### src/rtl/ws2812_write_arbiter_if.sv
// Purpose : bundles the host, fill, brightness and ws2812-side signals of the write arbiter.
// Latency : none (wiring only).
// Backpressure: host_ready is the only stall signal; fill requests are paced internally.
//
// Signals:
//   host_valid/host_ready/host_led/host_rgb  host single-LED write channel
//   fill_start/fill_first/fill_last/fill_rgb  range-fill request (one-cycle start pulse)
//   fill_busy                                 fill in progress
//   brightness                                global scale, 255 = unscaled
//   ws_rgb_data/ws_led_num/ws_write           drive the ws2812 core's write port
//   err_range                                 one-cycle pulse on a rejected index or range
//   modport master: requester/consumer side; modport slave: the arbiter.
interface ws2812_write_arbiter_if;
  logic        host_valid;
  logic        host_ready;
  logic [7:0]  host_led;
  logic [23:0] host_rgb;
  logic        fill_start;
  logic [7:0]  fill_first;
  logic [7:0]  fill_last;
  logic [23:0] fill_rgb;
  logic        fill_busy;
  logic [7:0]  brightness;
  logic [23:0] ws_rgb_data;
  logic [7:0]  ws_led_num;
  logic        ws_write;
  logic        err_range;

  modport master (
    output host_valid, host_led, host_rgb,
    output fill_start, fill_first, fill_last, fill_rgb,
    output brightness,
    input  host_ready, fill_busy,
    input  ws_rgb_data, ws_led_num, ws_write, err_range
  );

  modport slave (
    input  host_valid, host_led, host_rgb,
    input  fill_start, fill_first, fill_last, fill_rgb,
    input  brightness,
    output host_ready, fill_busy,
    output ws_rgb_data, ws_led_num, ws_write, err_range
  );
endinterface

### src/rtl/ws2812_write_arbiter.sv
// Purpose : round-robin share of the ws2812 write port between host writes and a range-fill engine, with brightness scaling.
// Latency : grant in cycle N -> ws_write in cycle N+2; sustains one write per cycle.
// Backpressure: host stalls via combinational host_ready when the fill wins; the ws2812 side never stalls.
//
// Ports:
//   clk    system clock
//   rst_n  asynchronous active-low reset
//   bus    ws2812_write_arbiter_if.slave (host channel, fill request, brightness, ws2812 write port, err_range)
// Parameter NUM_LEDS: chain length, valid indices 0..NUM_LEDS-1 (at most 256).
module ws2812_write_arbiter #(
  parameter int NUM_LEDS = 8
) (
  input  logic                      clk,
  input  logic                      rst_n,
  ws2812_write_arbiter_if.slave     bus
);

  // 9 bits so that NUM_LEDS=256 is representable and every 8-bit index compares correctly.
  localparam logic [8:0] NUM_LEDS_W = 9'(NUM_LEDS);

  typedef enum logic {
    ST_IDLE = 1'b0,
    ST_FILL = 1'b1
  } state_t;

  // Stage-1 payload: one granted write waiting to be scaled.
  typedef struct packed {
    logic        vld;
    logic [7:0]  led;
    logic [23:0] rgb;
    logic [7:0]  bright;
  } s1_t;

  // Fill engine state
  state_t      r_state;
  state_t      w_state_nxt;
  logic [7:0]  r_ptr;
  logic [7:0]  w_ptr_nxt;
  logic [7:0]  r_last;
  logic [7:0]  w_last_nxt;
  logic [23:0] r_fill_rgb;
  logic [23:0] w_fill_rgb_nxt;

  // Arbitration
  logic        r_last_grant_host;  // 1: host had the most recent grant
  logic        w_fill_pend;
  logic        w_host_rdy;
  logic        w_host_gnt;
  logic        w_fill_gnt;
  logic        w_range_ok;
  logic        w_range_err;
  logic        w_host_bad;

  // Pipeline
  s1_t         r_s1;
  s1_t         w_s1_nxt;
  logic [23:0] w_s1_scaled;
  logic [23:0] r_ws_rgb;
  logic [7:0]  r_ws_led;
  logic        r_ws_write;
  logic        r_err;

  // c * (b + 1) >> 8: b=255 returns c exactly, b=0 returns 0.
  function automatic logic [7:0] scale_ch(input logic [7:0] c, input logic [7:0] b);
    logic [16:0] p;
    p = {9'd0, c} * {8'd0, ({1'b0, b} + 9'd1)};
    return 8'(p >> 8);
  endfunction

  // ---------------------------------------------------------------------------
  // Request qualification
  // ---------------------------------------------------------------------------
  assign w_fill_pend = (r_state == ST_FILL);

  assign w_range_ok  = (bus.fill_first <= bus.fill_last) &&
                       ({1'b0, bus.fill_last} < NUM_LEDS_W);

  // Start requests during a fill are ignored outright, so they can never raise an error.
  assign w_range_err = (r_state == ST_IDLE) && bus.fill_start && !w_range_ok;

  // ---------------------------------------------------------------------------
  // Round-robin arbitration: when both sides want the port, the side that did
  // not win last time goes next. Reset value of r_last_grant_host (0) means the
  // host wins the first contested cycle.
  // ---------------------------------------------------------------------------
  always_comb begin
    w_host_rdy = 1'b0;
    if (rst_n && bus.host_valid) begin
      w_host_rdy = !w_fill_pend || !r_last_grant_host;
    end
  end

  assign w_host_gnt = bus.host_valid && w_host_rdy;
  assign w_fill_gnt = w_fill_pend && !w_host_gnt;

  // Out-of-range host writes are consumed but never reach the ws2812 core.
  assign w_host_bad = w_host_gnt && ({1'b0, bus.host_led} >= NUM_LEDS_W);

  // ---------------------------------------------------------------------------
  // Fill FSM: state register
  // ---------------------------------------------------------------------------
  always_ff @(posedge clk or negedge rst_n) begin
    if (!rst_n) begin
      r_state    <= ST_IDLE;
      r_ptr      <= 8'd0;
      r_last     <= 8'd0;
      r_fill_rgb <= 24'd0;
    end else begin
      r_state    <= w_state_nxt;
      r_ptr      <= w_ptr_nxt;
      r_last     <= w_last_nxt;
      r_fill_rgb <= w_fill_rgb_nxt;
    end
  end

  // Fill FSM: next state and latched parameters
  always_comb begin
    w_state_nxt    = r_state;
    w_ptr_nxt      = r_ptr;
    w_last_nxt     = r_last;
    w_fill_rgb_nxt = r_fill_rgb;
    case (r_state)
      ST_IDLE: begin
        if (bus.fill_start && w_range_ok) begin
          w_state_nxt    = ST_FILL;
          w_ptr_nxt      = bus.fill_first;
          w_last_nxt     = bus.fill_last;
          w_fill_rgb_nxt = bus.fill_rgb;
        end
      end
      ST_FILL: begin
        if (w_fill_gnt) begin
          // last < NUM_LEDS, so ptr only passes last on the final grant, after which it is unused.
          w_ptr_nxt = r_ptr + 8'd1;
          if (r_ptr == r_last) begin
            w_state_nxt = ST_IDLE;
          end
        end
      end
      default: begin
        w_state_nxt = ST_IDLE;
      end
    endcase
  end

  // ---------------------------------------------------------------------------
  // Stage 0 -> stage 1: capture the granted write and the brightness in force
  // at grant time.
  // ---------------------------------------------------------------------------
  always_comb begin
    w_s1_nxt        = '0;
    w_s1_nxt.bright = bus.brightness;
    if (w_fill_gnt) begin
      w_s1_nxt.vld = 1'b1;
      w_s1_nxt.led = r_ptr;
      w_s1_nxt.rgb = r_fill_rgb;
    end else if (w_host_gnt) begin
      w_s1_nxt.vld = !w_host_bad;
      w_s1_nxt.led = bus.host_led;
      w_s1_nxt.rgb = bus.host_rgb;
    end
  end

  always_ff @(posedge clk or negedge rst_n) begin
    if (!rst_n) begin
      r_s1              <= '0;
      r_last_grant_host <= 1'b0;
      r_err             <= 1'b0;
    end else begin
      r_s1  <= w_s1_nxt;
      // A range error and a host index error in the same cycle share one pulse.
      r_err <= w_range_err || w_host_bad;
      if (w_host_gnt) begin
        r_last_grant_host <= 1'b1;
      end else if (w_fill_gnt) begin
        r_last_grant_host <= 1'b0;
      end
    end
  end

  // ---------------------------------------------------------------------------
  // Stage 1 -> stage 2: per-channel brightness scale, then register the write.
  // ---------------------------------------------------------------------------
  assign w_s1_scaled = {scale_ch(r_s1.rgb[23:16], r_s1.bright),
                        scale_ch(r_s1.rgb[15:8],  r_s1.bright),
                        scale_ch(r_s1.rgb[7:0],   r_s1.bright)};

  always_ff @(posedge clk or negedge rst_n) begin
    if (!rst_n) begin
      r_ws_rgb   <= 24'd0;
      r_ws_led   <= 8'd0;
      r_ws_write <= 1'b0;
    end else begin
      r_ws_write <= r_s1.vld;
      // Data/index hold their last value between writes.
      if (r_s1.vld) begin
        r_ws_rgb <= w_s1_scaled;
        r_ws_led <= r_s1.led;
      end
    end
  end

  // ---------------------------------------------------------------------------
  // Outputs
  // ---------------------------------------------------------------------------
  assign bus.host_ready  = w_host_rdy;
  assign bus.fill_busy   = (r_state == ST_FILL);
  assign bus.ws_rgb_data = r_ws_rgb;
  assign bus.ws_led_num  = r_ws_led;
  assign bus.ws_write    = r_ws_write;
  assign bus.err_range   = r_err;

endmodule

### src/flat_wrapper.sv
// flat-port wrapper written by rule: the top's interface ports become plain ports
module ws2812_write_arbiter_flat 
#(
  parameter int NUM_LEDS = 8
)
  (clk, rst_n, bus_host_valid, bus_host_led, bus_host_rgb, bus_fill_start, bus_fill_first, bus_fill_last, bus_fill_rgb, bus_brightness, bus_host_ready, bus_fill_busy, bus_ws_rgb_data, bus_ws_led_num, bus_ws_write, bus_err_range);
  ws2812_write_arbiter_if bus_i ();
  input  logic clk;
  input  logic rst_n;
  input wire logic [$bits(bus_i.host_valid)-1:0] bus_host_valid;
  input wire logic [$bits(bus_i.host_led)-1:0] bus_host_led;
  input wire logic [$bits(bus_i.host_rgb)-1:0] bus_host_rgb;
  input wire logic [$bits(bus_i.fill_start)-1:0] bus_fill_start;
  input wire logic [$bits(bus_i.fill_first)-1:0] bus_fill_first;
  input wire logic [$bits(bus_i.fill_last)-1:0] bus_fill_last;
  input wire logic [$bits(bus_i.fill_rgb)-1:0] bus_fill_rgb;
  input wire logic [$bits(bus_i.brightness)-1:0] bus_brightness;
  output wire logic [$bits(bus_i.host_ready)-1:0] bus_host_ready;
  output wire logic [$bits(bus_i.fill_busy)-1:0] bus_fill_busy;
  output wire logic [$bits(bus_i.ws_rgb_data)-1:0] bus_ws_rgb_data;
  output wire logic [$bits(bus_i.ws_led_num)-1:0] bus_ws_led_num;
  output wire logic [$bits(bus_i.ws_write)-1:0] bus_ws_write;
  output wire logic [$bits(bus_i.err_range)-1:0] bus_err_range;
  assign bus_i.host_valid = bus_host_valid;
  assign bus_i.host_led = bus_host_led;
  assign bus_i.host_rgb = bus_host_rgb;
  assign bus_i.fill_start = bus_fill_start;
  assign bus_i.fill_first = bus_fill_first;
  assign bus_i.fill_last = bus_fill_last;
  assign bus_i.fill_rgb = bus_fill_rgb;
  assign bus_i.brightness = bus_brightness;
  assign bus_host_ready = bus_i.host_ready;
  assign bus_fill_busy = bus_i.fill_busy;
  assign bus_ws_rgb_data = bus_i.ws_rgb_data;
  assign bus_ws_led_num = bus_i.ws_led_num;
  assign bus_ws_write = bus_i.ws_write;
  assign bus_err_range = bus_i.err_range;
  ws2812_write_arbiter #(.NUM_LEDS(NUM_LEDS)) u_core (.clk(clk), .rst_n(rst_n), .bus(bus_i));
endmodule
### config.mk
export PLATFORM = sky130hd
export DESIGN_NAME = ws2812_write_arbiter_flat
export DESIGN_NICKNAME = d
export VERILOG_FILES = /design/src/rtl/ws2812_write_arbiter_if.sv /design/src/rtl/ws2812_write_arbiter.sv /design/src/flat_wrapper.sv
export SDC_FILE = /design/constraint.sdc
export NUM_CORES = 1
export LEC_CHECK = 0
export ABC_AREA = 1
export BUFFER_PORTS_ARGS = -buffer_cell sky130_fd_sc_hd__buf_4
export CAP_MARGIN = 10
export CELL_PAD_IN_SITES_DETAIL_PLACEMENT = 1
export CELL_PAD_IN_SITES_GLOBAL_PLACEMENT = 1
export CORE_UTILIZATION = 29
export CTS_BUF_LIST = sky130_fd_sc_hd__clkbuf_4 sky130_fd_sc_hd__clkbuf_8
export CTS_CLUSTER_SIZE = 14
export DETAILED_ROUTE_END_ITERATION = 16
export MAX_ROUTING_LAYER = met4
export PLACE_DENSITY_LB_ADDON = 0.1
export SKIP_CTS_REPAIR_TIMING = 1
export SKIP_LAST_GASP = 1
export SYNTH_ARGS = -nofsm -noshare
export SYNTH_HDL_FRONTEND = slang
export SYNTH_SLANG_ARGS = --single-unit
export TNS_END_PERCENT = 20
### constraint.sdc
create_clock -name clk -period 7.2 [get_ports clk]
set_input_delay 0.72 -clock clk [delete_from_list [all_inputs] [get_ports clk]]
set_output_delay 0.72 -clock clk [all_outputs]
set_load 0.02 [all_outputs]
* Word-level counts from Yosys, hierarchy flattened
Index checks and enable logic that the tools add are counted.
** Storage, ports and cells
- Word-level logic and storage cells :: 55
- Input bits :: 84
- Register bits :: 117
- Output and inout bits :: 36
** Operators by class
- Magnitude comparators :: 3
- Bitwise operators :: 1
- Equality and inequality tests :: 3
- Add/subtract/negate cells :: 2
- Reductions and logical operators :: 18
- Multiply operators :: 3
- Mux-type cells :: 12
** Operators by type and width (number)
- 33-bit two-way mux :: 2
- 8-bit by 9-bit multiplier with 16-bit output :: 3
- 8-bit two-way mux :: 2
- 8-bit one-hot mux with 2 select lines :: 1
- 8-bit by 1-bit adder with 9-bit output, second input constant :: 1
- 8-bit by 1-bit adder with 8-bit output, second input constant :: 1
- 8-bit equality test :: 1
- 8-bit by 4-bit greater-or-equal comparator with 1-bit output, second input constant :: 1
- 8-bit less-or-equal comparator :: 1
- 1-bit logical AND :: 8
- 8-bit by 4-bit < comparator with 1-bit output, second input constant :: 1
- 1-bit two-way mux :: 6
- 1-bit logical NOT :: 5
- 2-bit inequality test, second input constant :: 2
- 2-bit AND reduction :: 2
- 1-bit logical OR :: 2
- 1-bit one-hot mux with 2 select lines :: 1
- 2-bit nonzero test :: 1
- 1-bit inverter :: 1

* Depth between registers and ports, before layout
Gate-level depths: netlist of run 1.
- Depth in word-level cells :: 8
- Mapped depth :: 28
- Gate-level depth less buffers :: 26

* Least setup slack after synthesis of run 1
No wires, ideal clock.
- Path type :: register to register
- Start :: reg u_core.r_s1[0] (netlist bit)
- End :: reg u_core.r_ws_rgb[23], in the netlist u_core.bus.ws_rgb_data[23]
- Setup slack :: 2.555 ns
- Buffers on the path :: 2
- Library setup time :: 0.117 ns
- Clock period less this slack :: 4.645 ns
- Arrival time :: 4.528 ns
- Data required time :: 7.083 ns
- Cell stages (with the launch flop) :: 24
- Cell sequence :: dfrtp_1 > ha_1 > nand2_2 > nor2_8 > nand4_1 > and2_1 > buf_6 > inv_6 > buf_12 > nor2_4 > fa_1 > fa_1 > fa_1 > inv_1 > fa_1 > inv_1 > ha_1 > nand2_1 > nor4_1 > nand2_1 > nand2_1 > nand2_1 > nand3_2 > nand2_1
** Between the ends
- Cells in the longest elaborated chain, start to end :: 2
** RTL lines
- start: declaration :: RTL line ws2812_write_arbiter.sv:55 : s1_t r_s1;
- start signal: assignment :: RTL line ws2812_write_arbiter.sv:170 : r_s1 <= w_s1_nxt;
- 8-bit by 1-bit adder with 9-bit output :: RTL line ws2812_write_arbiter.sv:66 : p = {9'd0, c} * {8'd0, ({1'b0, b} + 9'd1)};
- 8-bit by 9-bit multiplier with 16-bit output :: RTL line ws2812_write_arbiter.sv:66
- end signal: assignment :: RTL line ws2812_write_arbiter.sv:197 : r_ws_rgb <= w_s1_scaled;
- end: declaration :: RTL line ws2812_write_arbiter.sv:58 : logic [23:0] r_ws_rgb;
Every way passes these cells.
A chain may end at the register's enable or synchronous reset.

* Final worst setup path of run 1
- Start :: reg u_core.r_s1[0] (netlist bit)
- End :: reg u_core.r_ws_rgb[6], in the netlist u_core.bus.ws_rgb_data[6]
The elaborated chain is that of the path after synthesis.

==> results of run 1 <==
cells in the final DEF, fill, tap and decap left out, types with 39 or more instances in the layout:
cell type  instances
nand2_1          428
a21oi_1           39
o21ai_0           57
fa_1             120
buf_4            131
inv_1            298
ha_1             106
nor2_1           171
nand3_1           90
dfrtp_1          117
worst max-delay path, cell delays in order, from the launching register on:
cell and delay [ns]:
dfrtp_1 0.82, ha_1 0.31, nand2_2 0.10, nor2_8 0.17, inv_2 0.04, o21ai_1 0.09
and2_1 0.39, inv_6 0.20, nor2_1 0.20, fa_1 0.43, fa_1 0.47, fa_1 0.54
inv_1 0.05, fa_1 0.53, inv_1 0.04, ha_1 0.36, nand2_1 0.12, nor4_1 0.28
nand2_1 0.12, nand2_1 0.07, nand2_1 0.05, nand3_1 0.06, nand2_1 0.05
cell type report:
| class | instances | share of cell area [%] |
|---|---|---|
| Clock inverter | 11 | 0.9134 |
| Timing Repair Buffer | 131 | 7.179 |
| Tap cell | 525 | 4.795 |
| Clock buffer | 21 | 2.064 |
| Multi-Input combinational cell | 1090 | 55.29 |
| Sequential cell | 117 | 21.37 |
| Antenna cell | 1 | 0.01827 |
| Inverter | 304 | 8.367 |
routing by layer:
metal | global-route usage, % | up-vias | wire length (um)
met5 | - | - | 0
met4 | 4.184 | 0 | 388
met3 | 3.587 | 24 | 1377
met2 | 27.70 | 147 | 15670
met1 | 26.45 | 4828 | 18580
li1 | - | 4906 | -
registers in the layout, summed over array words and instances, names as in the netlist:
signal	count
u_core.r_s1	41
u_core.bus.ws_rgb_data	24
u_core.r_fill_rgb	24
u_core.bus.ws_led_num	8
u_core.r_last	8
u_core.r_ptr	8
u_core.bus.err_range	1
u_core.bus.fill_busy	1
u_core.bus.ws_write	1
u_core.r_last_grant_host	1
kinds of logic after synthesis:
logic type | share of synthesized area (%)
XOR/XNOR | 2.002
buffers and inverters | 11.55
AND/OR/NAND/NOR | 25.61
AO/OA/AOI/OAI | 4.774
adder cells (fa/ha/maj) | 31.40
flip-flops | 24.66
through the flow:
| stage | total power [mW] | hold WS (ns) | worst slack (ns) | utilization [%] |
|---|---|---|---|---|
| after floorplan | 2.172 | 0.3976 | 2.555 | - |
| after global placement | 2.767 | 0.4333 | 1.658 | 33.14 |
| after detailed placement | 2.794 | 0.4384 | 1.537 | 33.14 |
| after CTS | 3.483 | 0.3021 | 1.521 | 34.16 |
| after global routing | 3.762 | 0.3013 | 1.130 | 34.16 |
| final | 3.399 | 0.3468 | 1.564 | 34.16 |
power by group through the flow:
stage / sequential [mW] / clock [mW] / combinational, mW
finish: 0.959 / 0.654 / 1.79
global route: 0.983 / 0.718 / 2.06
CTS: 0.962 / 0.690 / 1.83
detailed placement: 0.974 / 0 / 1.82
global placement: 0.970 / 0 / 1.80
floorplan: 1.01 / 0 / 1.16
worst paths after layout:
check                                               start  cells past startpoint  slack [ns]                                      to
worst min-delay path                    bus_brightness[0]                      1        0.35                u_core.r_s1[0]$_DFF_PN0_
max in group asynchronous                           rst_n                      3        5.38                u_core.r_s1[9]$_DFF_PN0_
min in group asynchronous                           rst_n                      2        0.46  u_core.bus.ws_rgb_data[19]$_DFFE_PN0P_
worst max-delay path             u_core.r_s1[0]$_DFF_PN0_                     22        1.56   u_core.bus.ws_rgb_data[6]$_DFFE_PN0P_
worst min register to register  u_core.r_s1[38]$_DFF_PN0_                      2        0.45    u_core.bus.ws_led_num[6]$_DFFE_PN0P_
worst max register to register   u_core.r_s1[0]$_DFF_PN0_                     22        1.56   u_core.bus.ws_rgb_data[6]$_DFFE_PN0P_
==> results.toml, run 1 <==
[outcome]
outcome = "finished, final reports clean"

[sta]
hold_viol_final = 0
setup_tns_ns = 0
worstMarginPinSlew_ns = 0.8587
slew_viol_final = 0
slew_headroom_pct = 42.76
finalClockSkew_ns = 0.009787
fin_crit_ns = 5.636
finalSetupViolations = 0
timing.final.crit_share_pct = 78.28
rsz0062_at_grt = "false"
fmax_mhz = 177.4

[global_route]
antenna_found_initial = 1
track_usage_pct = 18.78
grt_max_degree = 70
grt_pass1_wl_um = 58590
gr-total-overflow = 0
grt_pass1_vias = 10630

[pwr]
clock_power_share_pct = 19.2
switching_power_mw = 1.584
p_per_area_nw_per_um2 = 248.2
p_seq_share_pct = 28.2
vdd_drop_max_v = 0.0001256
p_leak_nw = 7.769
p_int_mw = 1.815
swShare_pct = 46.60
power_frac_comb_pct = 52.6

[clocking]
clk_latency_ns = 0.48
root_buffer = "clkbuf_8"
cts.htree.levels = 4
cts_sinks = 117
clk_path_buf_depth = 2
path_clk_slew_ns = 0.08
tritoncts = "built"
cts_inserted_buffers = 17

[synth]
yosys_register_bits = 117
postSynthAreaPerCell_um2 = 7.640
ys_types = 38
synth.cell_area_um2 = 11870
ys_seq_area_share_pct = 24.66
synth_top_cell_by_area = "dfrtp_1"
synth_edf_count = 0
syn_nets = 1864
syn_inst = 1554
synth_warnings = 0
synthTopCellsByCount = "428 x nand2_1, 298 x inv_1, 171 x nor2_1"
synth_most_common_cell = "nand2_1"
synthTopCellsByArea = "dfrtp_1 25%, fa_1 20%, nand2_1 14%, ha_1 11%, inv_1 9.4%"
synth_top_cell_area_share_pct = 24.66
synth-main-ff-cell = "dfrtp_1"
postSynth.asyncResetShare_pct = 100.0

[route]
wirelength_um = 36010
num_vias = 9905
final_antenna_net_count = 0
firstDrtPassIters = 4
wire_per_inst_um = 16.37
via_per_inst = 4.502
drc_errors = 0
drtIter0Drc = 341

[place]
place.gp.congestion = 0.8522
port_buffers = 119
post_dp_cell_area_um2 = 13290
dpl.hpwl_um = 29300
place_inst = 2167

[layout]
instances_no_fill = 2200
seq_area_um2 = 2928
finalNetCount = 1971
area_delta_synth_final_pct = 15.38
nFillCells = 4958
drive_gt1_share_pct = 11.47
final_area_um2 = 13700
multi_input_area_um2 = 7574

[critical_path]
critPathKind = "register to register"
start_kind = "register"
cp.required_ns = 7.58
cp_max_fo = 18
end_kind = "register"
cp.arrival_ns = 6.01

[die]
die_y_um = 204.3
dieArea_um2 = 41750
fp.coreArea_um2 = 40100
io_pins = 120
row_count = 73
die_x_um = 204.3
start_util_pct = 29.61

[run]
maxCapViolCount = 0

[min_path]
min_path_type = "input pin to register"
Note: power is estimated with default switching activity, not from simulation.
==> inputs of run 2 (changes only) <==
==> constraint.sdc (replaced) <==
create_clock -name clk -period 5.9 [get_ports clk]
set_input_delay 0.59 -clock clk [delete_from_list [all_inputs] [get_ports clk]]
set_output_delay 0.59 -clock clk [all_outputs]
set_load 0.02 [all_outputs]
==> run 2 against run 1 <==
Register-to-register slack lost 0.82 ns. Core utilization increased by 0.13 points. Clock skew about the same. Highest routed layer unchanged. Via count about the same. Critical path depth is 1 higher. Total power up 22%. Clock power rose by 21%. Cell area increased by 0.38%. Sequential power rose by 22%. Worst hold slack lost 0.11 ns. Sequential cell count did not move. Sequential share of layout area decreased by 0.082 points.
==> results.toml, run 2 (same netlist as run 1, synthesis figures left out) <==
[route]
drtIter0Drc = 393
via_per_inst = 4.490
drc_errors = 0
firstDrtPassIters = 4
wirelength_um = 35530
num_vias = 9910
final_antenna_net_count = 0
wire_per_inst_um = 16.10

[critical_path]
critPathMaxStageDelay_ns = 0.58
critPathKind = "register to register"
slowest_stage = "fa_1"
crit_buf_inv = 4
critPathTopFamily = "adder cells"
cp_max_fo = 15
crit_top_cell = "nand2_1"
cp.arrival_ns = 5.52
start_kind = "register"
cp.required_ns = 6.26
crit_chain = "nand3_2 -> nor2_2 -> nand3_1 -> nor2_1 -> or2_2 -> nand2_1 -> inv_2 -> nand2_1 -> fa_1 -> inv_1 -> fa_1 -> inv_1 -> fa_1 -> inv_1 -> ha_1 -> ha_1 -> nand2_1 -> nor4_1 -> nand2_1 -> nand2_1 -> nand2_1 -> nand3_1 -> nand2_1"
end_kind = "register"

[sta]
fmax_mhz = 193.9
hold_slack_ns = 0.2325
slew_viol_final = 0
finalSetupViolations = 0
timing.final.crit_share_pct = 87.41
hold_viol_final = 0
fin_crit_ns = 5.157
slew_headroom_pct = 40.23
rsz0062_at_grt = "false"
worstMarginPinSlew_ns = 0.8965
setup_tns_ns = 0
finalClockSkew_ns = 0.009938

[clocking]
root_buffer = "clkbuf_8"
cts_sinks = 117
clk_path_buf_depth = 2
cts.htree.levels = 4
cts_inserted_buffers = 17
tritoncts = "built"
clk_latency_ns = 0.47
path_clk_slew_ns = 0.08

[layout]
diodes = 0
finalNetCount = 1979
fin_util_pct = 34.29
regMostFlops = "u_core.r_s1"
layout_commonest_cell = "nand2_1"
final_cell_mix = "428 x nand2_1, 298 x inv_1, 171 x nor2_1"
largest_reg_flops = 41
area_delta_synth_final_pct = 15.82
drive_gt1_share_pct = 11.89

[global_route]
antenna_found_initial = 1
grt_pass1_vias = 10720
track_usage_pct = 18.67
grt_pass1_wl_um = 58750
grt_max_degree = 71
gr-total-overflow = 0

[run]
maxCapViolCount = 0

[place]
dpl.hpwl_um = 29260
port_buffers = 119
place.gp.congestion = 0.8520

[die]
start_util_pct = 29.61
fp.coreArea_um2 = 40100
dieArea_um2 = 41750
die_y_um = 204.3
io_pins = 120
row_count = 73
die_x_um = 204.3

[min_path]
min_path_type = "input pin to register"

[outcome]
outcome = "finished, final reports clean"

[pwr]
p_per_area_nw_per_um2 = 300.7
vdd_drop_max_v = 0.0001373
p_leak_nw = 7.796
-- run 2: metal layers --
layer  GRT usage (%)  share of wire, %  up-vias
li1                -                 -     4916
met1           26.24                51     4829
met2           27.95                44      146
met3           3.492               4.2       19
met4           3.545              0.75        0
met5               -                 0        -
-- run 2: area by class of cell --
| class | instances | area (um2) |
|---|---|---|
| fillers | 4920 | 26350 |
| multi-input cells | 1090 | 7574 |
| flip-flops and latches | 117 | 2928 |
| inverters | 304 | 1146 |
| repair buffers | 139 | 1044 |
| well taps | 525 | 656.9 |
| clock buffers | 21 | 276.5 |
| clock inverters | 11 | 126.4 |
-- run 2: final timing paths --
| path | startpoint | end | depth (start not counted) | slack (ns) |
|---|---|---|---|---|
| setup reg to reg | u_core.r_s1[2]$_DFF_PN0_ | u_core.bus.ws_rgb_data[7]$_DFFE_PN0P_ | 23 | 0.74 |
| max in group asynchronous | rst_n | u_core.r_s1[9]$_DFF_PN0_ | 3 | 4.18 |
| setup / recovery | u_core.r_s1[2]$_DFF_PN0_ | u_core.bus.ws_rgb_data[7]$_DFFE_PN0P_ | 23 | 0.74 |
| hold reg to reg | u_core.r_s1[38]$_DFF_PN0_ | u_core.bus.ws_led_num[6]$_DFFE_PN0P_ | 2 | 0.45 |
| min in group asynchronous | rst_n | u_core.bus.ws_rgb_data[19]$_DFFE_PN0P_ | 2 | 0.32 |
| hold / removal | bus_brightness[4] | u_core.r_s1[4]$_DFF_PN0_ | 1 | 0.23 |
-- run 2: stage by stage --
| stage | cell area, um2 | power, mW | worst slack [ns] | cells |
|---|---|---|---|---|
| 2_1_floorplan | 11870 | 2.650 | 1.255 | 1554 |
| 3_3_place_gp | 13350 | 3.369 | 0.7954 | 2175 |
| 3_5_place_dp | 13350 | 3.417 | 0.7297 | 2175 |
| 4_1_cts | 13750 | 4.240 | 0.7125 | 2207 |
| 5_1_grt | 13750 | 4.576 | 0.2661 | 2207 |
| 6_report | 13750 | 4.135 | 0.7430 | 2207 |
-- run 2: worst reg2reg max path: stages, from the launching register on --
cell,delay [ns]
dfrtp_1,0.42
nand3_2,0.11
nor2_2,0.13
nand3_1,0.10
nor2_1,0.13
or2_2,0.12
nand2_1,0.42
inv_2,0.29
nand2_1,0.09
fa_1,0.48
inv_1,0.05
fa_1,0.58
inv_1,0.08
fa_1,0.53
inv_1,0.04
ha_1,0.29
ha_1,0.38
nand2_1,0.14
nor4_1,0.31
nand2_1,0.11
nand2_1,0.07
nand2_1,0.04
nand3_1,0.06
nand2_1,0.05
-- run 2: where the power goes --
| part | switching, mW | total (mW) | internal [mW] |
|---|---|---|---|
| Sequential | 0.162 | 1.17 | 1.00 |
| Combinational | 1.38 | 2.18 | 0.803 |
| Clock | 0.383 | 0.790 | 0.407 |
==> inputs of run 3 (changes only) <==
--- a/config.mk
+++ b/config.mk
@@ -11,7 +11,7 @@
 export CELL_PAD_IN_SITES_DETAIL_PLACEMENT = 1
 export CELL_PAD_IN_SITES_GLOBAL_PLACEMENT = 1
 export CORE_UTILIZATION = 29
-export CTS_BUF_LIST = sky130_fd_sc_hd__clkbuf_4 sky130_fd_sc_hd__clkbuf_8
+export CTS_BUF_LIST = sky130_fd_sc_hd__clkbuf_16
 export CTS_CLUSTER_SIZE = 14
 export DETAILED_ROUTE_END_ITERATION = 16
 export MAX_ROUTING_LAYER = met4
==> run 3 against run 2 <==
Non-clock buffer count is the same. Sequential power is essentially flat. Via count grew 0.25%. Setup slack gained 0.0061 ns. Combinational power is essentially flat. First-iteration DRC count grew 4.1%. Clock skew shrank 0.0025 ns. Total power grew 6.1%. Largest cell class unchanged. Largest power group unchanged.
==> results.toml, run 3 (same netlist as run 1, synthesis figures left out) <==
[critical_path]
cp_max_fo = 15
critPathTopFamily = "adder cells"
cp_num_cells = 23
critPathMaxStageDelay_ns = 0.58
end_kind = "register"
critPathKind = "register to register"
crit_path_end = "u_core.bus.ws_rgb_data[7]$_DFFE_PN0P_"
crit_top_cell = "nand2_1"
slowest_stage = "fa_1"
r2r_slack_ns = 0.75
reg2reg_depth = 23
crit_buf_inv = 4
startpoint = "u_core.r_s1[2]$_DFF_PN0_"
r2r_start = "u_core.r_s1[2]$_DFF_PN0_"
start_kind = "register"
cp.required_ns = 6.23
crit_chain = "nand3_2 -> nor2_2 -> nand3_1 -> nor2_1 -> or2_2 -> nand2_1 -> inv_2 -> nand2_1 -> fa_1 -> inv_1 -> fa_1 -> inv_1 -> fa_1 -> inv_1 -> ha_1 -> ha_1 -> nand2_1 -> nor4_1 -> nand2_1 -> nand2_1 -> nand2_1 -> nand3_1 -> nand2_1"
cp.arrival_ns = 5.48
r2r-end = "u_core.bus.ws_rgb_data[7]$_DFFE_PN0P_"

[place]
dp_worst_setup_slack_ns = 0.7297
place_inst = 2175
place.gp.congestion = 0.8520
post_dp_cell_area_um2 = 13350
port_buffers = 119
dpl.hpwl_um = 29260

[sta]
hold_slack_ns = 0.2647
setup_tns_ns = 0
slew_viol_final = 0
finalSetupViolations = 0
worstMarginPinSlew_ns = 0.9078
timing.final.crit_share_pct = 87.30
fmax_mhz = 194.1
hold_viol_final = 0
finalClockSkew_ns = 0.007444
slew_headroom_pct = 39.48
fin_crit_ns = 5.151
fin_ws_ns = 0.7491
rsz0062_at_grt = "false"

[layout]
layout_commonest_cell = "nand2_1"
fin_util_pct = 34.70
largest_reg_flops = 41
regMostFlops = "u_core.r_s1"
final_cell_mix = "428 x nand2_1, 300 x inv_1, 171 x nor2_1"
area_delta_synth_final_pct = 17.20
diodes = 0
finalNetCount = 1979
final_area_um2 = 13910
drive_gt1_share_pct = 11.65
instances_no_fill = 2207

[outcome]
outcome = "finished, final reports clean"

[route]
dr_wl_met3_um = 1522
wl_met1_um = 18300
wire_per_inst_um = 16.18
drtIter0Drc = 409
final_antenna_net_count = 0
met2_wirelength_um = 15590
wirelength_um = 35710
topRoutingLayerUsed = "met4"
drc_errors = 0
firstDrtPassIters = 4
num_vias = 9935
via_per_inst = 4.502

[run]
maxCapViolCount = 0

[global_route]
antenna_found_initial = 1
gr-total-overflow = 0
track_usage_pct = 18.75
grt_pass1_vias = 10750
grt_max_degree = 71
grt_pass1_wl_um = 58880

[pwr]
p_int_mw = 2.424
p_seq_share_pct = 26.7
power_frac_comb_pct = 49.7
swShare_pct = 44.73
switching_power_mw = 1.961
p_total_mw = 4.385
clock_power_share_pct = 23.6
p_per_area_nw_per_um2 = 315.1
vdd_drop_max_v = 0.0002313
p_leak_nw = 7.874

[die]
fp.coreArea_um2 = 40100
die_y_um = 204.3
die_x_um = 204.3
io_pins = 120
start_util_pct = 29.61
dieArea_um2 = 41750
row_count = 73

[clocking]
cts_sinks = 117
cts_inserted_buffers = 17
root_buffer = "clkbuf_16"
cts.htree.levels = 4
tritoncts = "built"
clk_path_buf_depth = 2
clk_latency_ns = 0.44
path_clk_slew_ns = 0.06

[min_path]
hold_depth = 1
min_path_type = "input pin to register"
run 3: worst min path at each step:
stage,slack (ns),startpoint,to
2_1_floorplan,0.29,rst_n,u_core.bus.err_range$_DFF_PN0_
3_3_place_gp,0.44,u_core.r_s1[39]$_DFF_PN0_,u_core.bus.ws_led_num[7]$_DFFE_PN0P_
3_5_place_dp,0.44,u_core.r_s1[36]$_DFF_PN0_,u_core.bus.ws_led_num[4]$_DFFE_PN0P_
4_1_cts,0.24,bus_brightness[2],u_core.r_s1[2]$_DFF_PN0_
5_1_grt,0.24,bus_brightness[3],u_core.r_s1[3]$_DFF_PN0_
6_report,0.26,bus_brightness[0],u_core.r_s1[0]$_DFF_PN0_
run 3: worst register-to-register path: stages, from the launching register on:
cell and delay (ns):
dfrtp_1 0.41, nand3_2 0.11, nor2_2 0.13, nand3_1 0.10
nor2_1 0.13, or2_2 0.12, nand2_1 0.42, inv_2 0.29
nand2_1 0.09, fa_1 0.49, inv_1 0.05, fa_1 0.58
inv_1 0.08, fa_1 0.53, inv_1 0.04, ha_1 0.29
ha_1 0.38, nand2_1 0.13, nor4_1 0.31, nand2_1 0.11
nand2_1 0.07, nand2_1 0.04, nand3_1 0.06, nand2_1 0.05
run 3: cell type report:
class	instances	area, um2
Clock buffer	17	425.4
Clock inverter	15	141.4
Fill cell	4907	26180
Inverter	304	1146
Multi-Input combinational cell	1090	7574
Sequential cell	117	2928
Tap cell	525	656.9
Timing Repair Buffer	139	1044
run 3: routing by layer:
metal,up-vias,track usage (%)
met5,-,-
met4,0,3.785
met3,18,3.540
met2,156,28.03
met1,4846,26.27
li1,4915,-
run 3: power by group through the flow:
stage | Combinational (mW) | Clock [mW] | Sequential, mW
2_1_floorplan | 1.42 | 0 | 1.23
3_3_place_gp | 2.19 | 0 | 1.18
3_5_place_dp | 2.23 | 0 | 1.19
4_1_cts | 2.24 | 1.07 | 1.18
5_1_grt | 2.52 | 1.10 | 1.20
6_report | 2.18 | 1.04 | 1.17
